File: src/rtl/ode_arith_pkg.sv
// Types and helpers shared by the ODE-solver arithmetic units.
// Holds the serial adder FSM state encoding and the counter-width function.
package ode_arith_pkg;

  typedef enum logic [1:0] {
    ST_IDLE = 2'd0,
    ST_BUSY = 2'd1,
    ST_DONE = 2'd2
  } state_e;

  // Never returns less than 1, so a counter built from it always has at least one bit.
  function automatic int clog2(input int v);
    int r;
    r = 0;
    while ((1 << r) < v) r++;
    return (r < 1) ? 1 : r;
  endfunction

endpackage

File: src/rtl/serial_add_sub_add2_slice.sv
// Two-bit ripple slice built from two chained 1-bit full adders.
module add2_slice (
  input  logic [1:0] a_i,
  input  logic [1:0] b_i,
  input  logic       cin_i,
  output logic [1:0] sum_o,
  output logic       cout_o
);

  logic c1;

  assign sum_o[0] = a_i[0] ^ b_i[0] ^ cin_i;
  assign c1       = (a_i[0] & b_i[0]) | (cin_i & (a_i[0] ^ b_i[0]));
  assign sum_o[1] = a_i[1] ^ b_i[1] ^ c1;
  assign cout_o   = (a_i[1] & b_i[1]) | (c1 & (a_i[1] ^ b_i[1]));

endmodule

File: src/rtl/serial_add_sub.sv
// Iterative signed add/subtract: two bits per clock over DATA_WIDTH/2 cycles,
// with valid/ready handshakes on the request and result sides.
module serial_add_sub
  import ode_arith_pkg::*;
#(
  parameter int DATA_WIDTH = 16
) (
  input  logic                  clk,
  input  logic                  rst,
  input  logic                  in_valid,
  output logic                  in_ready,
  input  logic [DATA_WIDTH-1:0] A,
  input  logic [DATA_WIDTH-1:0] B,
  input  logic                  sub,
  output logic                  out_valid,
  input  logic                  out_ready,
  output logic [DATA_WIDTH-1:0] result,
  output logic                  overflow,
  output logic                  cout
);

  localparam int STEPS = DATA_WIDTH / 2;
  localparam int CW    = clog2(STEPS);
  localparam int MSB   = DATA_WIDTH - 1;
  localparam logic [CW-1:0] LAST = CW'(STEPS - 1);

  state_e                  state_q;
  logic [DATA_WIDTH-1:0]   opa_q, opb_q, res_q;
  logic [CW-1:0]           cnt_q;
  logic                    carry_q, msba_q, msbb_q, ovf_q, cout_q;

  logic [1:0]              slice_sum;
  logic                    slice_cout;
  logic [DATA_WIDTH-1:0]   res_d;

  add2_slice u_slice (
    .a_i   (opa_q[1:0]),
    .b_i   (opb_q[1:0]),
    .cin_i (carry_q),
    .sum_o (slice_sum),
    .cout_o(slice_cout)
  );

  // Sum pairs enter at the top; after STEPS shifts the first pair sits at bit 0.
  assign res_d = {slice_sum, res_q[MSB:2]};

  always_ff @(posedge clk) begin
    if (rst) begin
      state_q <= ST_IDLE;
      opa_q   <= '0;
      opb_q   <= '0;
      res_q   <= '0;
      cnt_q   <= '0;
      carry_q <= 1'b0;
      msba_q  <= 1'b0;
      msbb_q  <= 1'b0;
      ovf_q   <= 1'b0;
      cout_q  <= 1'b0;
    end else begin
      case (state_q)
        ST_IDLE: begin
          if (in_valid) begin
            // Subtraction as A + ~B + 1, with the +1 injected as the initial carry.
            opa_q   <= A;
            opb_q   <= sub ? ~B : B;
            carry_q <= sub;
            cnt_q   <= '0;
            msba_q  <= A[MSB];
            msbb_q  <= sub ? ~B[MSB] : B[MSB];
            state_q <= ST_BUSY;
          end
        end
        ST_BUSY: begin
          res_q   <= res_d;
          opa_q   <= opa_q >> 2;
          opb_q   <= opb_q >> 2;
          carry_q <= slice_cout;
          cnt_q   <= cnt_q + 1'b1;
          if (cnt_q == LAST) begin
            cout_q  <= slice_cout;
            ovf_q   <= (msba_q == msbb_q) && (res_d[MSB] != msba_q);
            state_q <= ST_DONE;
          end
        end
        ST_DONE: begin
          if (out_ready) state_q <= ST_IDLE;
        end
        default: state_q <= ST_IDLE;
      endcase
    end
  end

  assign in_ready  = (state_q == ST_IDLE);
  assign out_valid = (state_q == ST_DONE);
  assign result    = res_q;
  assign overflow  = ovf_q;
  assign cout      = cout_q;

endmodule

File: config.mk
export PLATFORM = sky130hd
export DESIGN_NAME = serial_add_sub
export DESIGN_NICKNAME = d
export VERILOG_FILES = /design/src/rtl/ode_arith_pkg.sv /design/src/rtl/serial_add_sub_add2_slice.sv /design/src/rtl/serial_add_sub.sv
export SDC_FILE = /design/constraint.sdc
export NUM_CORES = 1
export LEC_CHECK = 0
export CORE_UTILIZATION = 49
export CTS_BUF_LIST = sky130_fd_sc_hd__clkbuf_16
export CTS_CLUSTER_SIZE = 16
export DETAILED_ROUTE_END_ITERATION = 10
export GPL_TIMING_DRIVEN = 1
export PLACE_DENSITY = 0.83
export SYNTH_ARGS = -nofsm -noshare
export SYNTH_HDL_FRONTEND = slang
export SYNTH_SLANG_ARGS = --single-unit
File: constraint.sdc
create_clock -name clk -period 1.9 [get_ports clk]
set_clock_uncertainty 0.05 [all_clocks]
set_input_delay 0.475 -clock clk [delete_from_list [all_inputs] [get_ports clk]]
set_output_delay 0.475 -clock clk [all_outputs]
set_load 0.03 [all_outputs]
---- After elaboration in Yosys (flattened, before gate mapping) ----
Index checks and enable logic that the tools add are counted.
storage, ports and cells
  output and inout bits ................... 20
  flip-flop bits (word level) ............. 58
operators by class
  multiplexer cells ....................... 14
  equality and inequality tests ........... 8
  bitwise gates (word level) .............. 12
  add/subtract/negate cells ............... 1
  reduce and logical (&&, ||, !) cells .... 7
operator list
  operator                                       number
  one-hot mux 16 bit (2 select lines)            2
  2-to-1 mux 16 bit                              3
  NOT 16 bit                                     1
  2-to-1 mux 2 bit                               3
  one-hot mux 2 bit (3 select lines)             1
  one-hot mux 3 bit (2 select lines)             1
  AND reduction 2 bit                            3
  bitwise AND 1 bit                              4
  != test 2 bit, second input constant           2
  bitwise XOR 1 bit                              4
  adder 3 x 1 -> 3 bit, second input constant    1
  == test 3 bit, second input constant           1
  2-to-1 mux 3 bit                               1
  AND reduction 3 bit                            1
  == test 2 x 1 -> 1 bit, second input constant  1
  == test 2 bit, second input constant           1
  zero test 2 bit                                1
  2-to-1 mux 1 bit                               2
  != test 2 x 1 -> 1 bit, second input constant  1
  OR 1 bit                                       2
  one-hot mux 1 bit (2 select lines)             1
  nonzero test 2 bit                             1
  == test 1 bit                                  1
  logical AND 1 bit                              1
  other kinds (2)                                2

---- Depth between registers and ports, before layout ----
  depth in word-level cells ............... 6
  depth in mapped cells ................... 5
  depth with buffers taken out ............ 5

---- Modules after synthesis ----
Synthesis repeated with hierarchy kept, for this count alone.
second synthesis, totals
  cells, all modules ...................... 275
  area, all modules ....................... 2459.9 um^2
by module, submodules not included
  module          instances  area an instance (um^2)  cells an instance  sequential area each (um^2)
  serial_add_sub  1          2389.8                   265                1161.1
  add2_slice      1          70.1                     10                 0.0

---- Worst setup path before layout ----
Ideal clock, no wire load.
  kind .................................... reg2reg
  start point ............................. register opa_q[0]
  end point ............................... register ovf_q (netlist: overflow)
  arrival ................................. 1.522 ns
  path buffers ............................ 0
  period minus slack after synthesis ...... 1.658 ns
  stages on the path, launching flop included .. 5
  setup slack ............................. 0.242 ns
  data required time ...................... 1.764 ns
  path through ............................ dfxtp_1 fa_1 fa_1 nand3b_1 a211oi_1
on the way
  longest elaborated chain between the ends .. 6
RTL lines
  element                   RTL line                         text
  start: declaration        serial_add_sub.sv:28             logic [DATA_WIDTH-1:0] opa_q, opb_q, res_q;
  start signal: assignment  serial_add_sub.sv:75             opa_q <= opa_q >> 2;
  bitwise XOR 1 bit         serial_add_sub_add2_slice.sv:13  assign c1 = (a_i[0] & b_i[0]) | (cin_i & (a_i[0] ^ b_i[0]));
  bitwise AND 1 bit         serial_add_sub_add2_slice.sv:13
  OR 1 bit (*)              serial_add_sub_add2_slice.sv:13
  bitwise XOR 1 bit (*)     serial_add_sub_add2_slice.sv:14  assign sum_o[1] = a_i[1] ^ b_i[1] ^ c1;
  named net slice_sum[1]    serial_add_sub.sv:32             logic [1:0] slice_sum;
  != test 1 bit (*)         serial_add_sub.sv:81             ovf_q <= (msba_q == msbb_q) && (res_d[MSB] != msba_q);
  logical AND 1 bit (*)     serial_add_sub.sv:81
  end signal: assignment    serial_add_sub.sv:81
  end: declaration          serial_add_sub.sv:30             logic carry_q, msba_q, msbb_q, ovf_q, cout_q;
The timed path passes the listed nets; every way through them passes the cells marked *.
A chain may end at the register's enable or synchronous reset.

---- Worst setup path after layout ----
  start point ............................. register cout_q (netlist: cout)
  end point ............................... output port cout
RTL lines
  element                   RTL line              text
  start: declaration        serial_add_sub.sv:30
  start signal: assignment  serial_add_sub.sv:80  cout_q <= slice_cout;
  end: declaration          serial_add_sub.sv:19  output logic cout
No word-level cell between the ends.

==> impl_metrics.json <==
{
  "cts.root.buffer_cell": "clkbuf_16",
  "p_sw_uw": 774.1,
  "h-tree-depth": 3,
  "ant_nets": 0,
  "path_class": "flop to primary output",
  "critPathCaptureType": "primary output",
  "numCtsBuffers": 9,
  "p_int_mw": 2.632,
  "min_path_type": "flop to flop",
  "crit_required_ps": 1370,
  "yosysSeqAreaShare_pct": 47.79,
  "ys_async_sr_fraction_pct": 0,
  "cts_tree": "built",
  "drc": 0,
  "clk_pin_slew_ps": 50,
  "critPathLaunchType": "flop",
  "die_width_um": 72.42,
  "instances_no_fill": 398,
  "syn_area_per_cell_um2": 9.100,
  "core_um2": 4755,
  "dpl.hpwl_um": 3557,
  "initial_core_util_pct": 51.11,
  "r2r_slack_ps": 130,
  "yosys_warnings": 0,
  "clock_path_buffers": 2,
  "die_area_um2": 5245,
  "port_buffers": 56,
  "regToRegEndpoint": "overflow",
  "clk_latency_ps": 330,
  "dr.pass1.iters": 4,
  "cts.sinks": 58,
  "pwr_density_cell_nw_per_um2": 995.8,
  "clock.fmax_mhz": 536.2,
  "crit_slowest_cell": "clkdlybuf4s50_1",
  "p_sw_share_pct": 22.72,
  "setup_viol": 0,
  "final-hold-violation-count": 0,
  "r2r_start": "opa_q[0]",
  "area_delta_synth_final_pct": 40.78,
  "layout_setup_ws_ps": 35.07,
  "synth-edff-count": 0,
  "synth_commonest_cells": "dfxtp_1 (58), nand2_1 (41), nor2_1 (36), a21oi_1 (27)",
  "seqPwrFrac_pct": 39.4,
  "grt_pass1_wl_um": 8618,
  "path_delay_family": "buffers and inverters",
  "core.rowCount": 25,
  "ys_ff_latch": 58,
  "cts_hold_buffers": 0,
  "cts_setup_buffers": 0,
  "slew_headroom_pct": 64.55,
  "min-delay-start": "result[0]",
  "synth_most_common_cell": "dfxtp_1",
  "crit_path_max_fanout": 2,
  "cp_slowest_stage_delay_ps": 670,
  "dp_worst_setup_slack_ps": -280.4,
  "tightest_slew_ps": 531.3,
  "drv_cap": 0,
  "crit_cells": 1,
  "routedWlPerCell_um": 13.08,
  "dpl.cell_count": 382,
  "antenna_found_initial": 0,
  "final.min_clock_period_ps": 1865,
  "p_comb_share_pct": 11.8,
  "syn_nets": 308,
  "grt_max_degree": 31,
  "holdPathStages": 2,
  "yosysUniqueCellTypes": 27,
  "drive_gt1_share_pct": 9.366,
  "fin_crit_sh_pct": 98.15,
  "p_clk_share_pct": 48.7,
  "worstPathArrival_ps": 1340,
  "synth_area_leaders": "dfxtp_1 (48%), mux2i_1 (6.6%), nand2_1 (6.3%)",
  "num-fill-cells": 370,
  "totalWireLength_um": 5205,
  "ios": 57,
  "synthFlopType": "dfxtp_1",
  "rsz0062_at_grt": "false",
  "die_h_um": 72.42,
  "drtIter0Drc": 112,
  "synth_area_um2": 2430,
  "grt.total_usage_pct": 22.20,
  "worst-r2r-cell-count": 4,
  "p_leak_nw": 1.486,
  "grt-ovfl-total": 0,
  "design_area_um2": 3421,
  "setup_tns_ps": 0,
  "viasPerCell": 5.221,
  "cp.buffers_inverters": 1,
  "slew_violations": 0,
  "vdd_ir_drop_max_mv": 0.7293,
  "cp_cell_sequence": "clkdlybuf4s50_1",
  "netlist.area_leader.share_pct": 47.79,
  "nNetsFinal": 367,
  "diodes": 0,
  "place_area_um2": 3089,
  "vias": 2078,
  "syn_inst": 267,
  "place.gp.congestion": 0.7240,
  "status": "finished, final reports clean",
  "synth_top_area_cell": "dfxtp_1",
  "first_global_vias": 1939,
  "whs_endpoint": "result[0]"
}
==> logic make-up (layout without fill, tap and decap cells) <==
| group | Yosys count | after routing | share of synthesized area (%) |
|---|---|---|---|
| fa+ha+maj | 4 | 4 | 2.678 |
| xor+xnor | 16 | 16 | 5.767 |
| simple gates | 91 | 91 | 15.65 |
| buf+inv | 21 | 85 | 3.913 |
| flops | 58 | 58 | 47.79 |
| mux | 16 | 16 | 6.591 |
| compound gates | 61 | 61 | 17.61 |
==> power by group through the flow <==
stage / clock, mW / sequential [mW] / combinational [mW]
after detailed placement: 0 / 1.36 / 0.407
after CTS: 1.69 / 1.34 / 0.404
after global placement: 0 / 1.36 / 0.398
final: 1.66 / 1.34 / 0.403
after floorplan: 0 / 1.36 / 0.244
after global routing: 1.76 / 1.35 / 0.445
==> through the flow <==
step	util [%]	total power, mW	hold slack [ps]
finish	71.95	3.406	408.5
global route	71.95	3.552	439.1
CTS	71.32	3.440	413.6
detailed placement	64.97	1.772	406.5
global placement	64.97	1.760	393.3
floorplan	-	1.606	386.0
==> layout by cell type, fill, tap and decap left out <==
master / n
buf_4: 12
nand3b_1: 2
buf_12: 1
o21bai_1: 1
clkinv_1: 1
nand2_1: 41
a221o_1: 14
clkdlybuf4s50_1: 39
or4b_1: 1
a21oi_1: 27
nor2_2: 2
nor2b_1: 2
bufinv_16: 2
o21ba_2: 1
clkinvlp_4: 1
a211oi_1: 16
nor2_1: 34
dlygate4sd2_1: 7
nand2b_1: 2
dlymetal6s2s_1: 10
clkinv_2: 2
o21a_1: 1
nand3_1: 5
dfxtp_1: 58
a22oi_1: 1
fa_1: 2
mux2i_1: 16
clkbuf_16: 9
xor2_1: 2
ha_1: 2
inv_1: 1
or3b_2: 1
nor3b_1: 1
xnor2_1: 14
==> routing by layer <==
metal  up-vias  global-route usage (%)  part of all wire (%)
met1       962                   25.83                    44
met4         0                   13.73                   2.6
met5         -                       0                     0
li1       1048                       -                     -
met2        54                   34.48                    49
met3        14                   8.472                   5.0
==> layout make-up <==
class | count | area [um2] | share of cell area [%]
clock inverter | 7 | 85.08 | 2.487
multi-input combinational | 188 | 1179 | 34.46
timing repair buffer | 69 | 686.9 | 20.08
tap | 67 | 83.83 | 2.451
clock buffer | 9 | 225.2 | 6.584
sequential | 58 | 1161 | 33.94
==> flip-flops by register name, summed over array words and instances (netlist names) <==
| signal | flops |
|---|---|
| msbb_q | 1 |
| opa_q | 16 |
| state_q | 2 |
| result | 16 |
| cout | 1 |
| overflow | 1 |
| cnt_q | 3 |
| msba_q | 1 |
| opb_q | 16 |
| carry_q | 1 |
==> worst register-to-register path, stage by stage, from the launching register on <==
cell	delay (ps)
dfxtp_1	320
fa_1	440
fa_1	500
nand3b_1	190
a211oi_1	180
==> how the worst max path moves through the flow <==
stage                      to  slack, ps       from
finish                   cout         40       cout
global route             cout          2       cout
CTS                 result[9]          8  result[9]
detailed placement   opb_q[2]       -280   in_valid
global placement    opb_q[13]       -230   in_valid
floorplan            overflow        240   opa_q[0]
==> timing repair <==
action / 4_1_cts / 5_1_grt
resized for setup: 7 / 12
setup endpoints to repair: 7 / 24
endpoints found under the hold margin: 0 / 0
No activity file was read; power rests on OpenSTA's default activity.
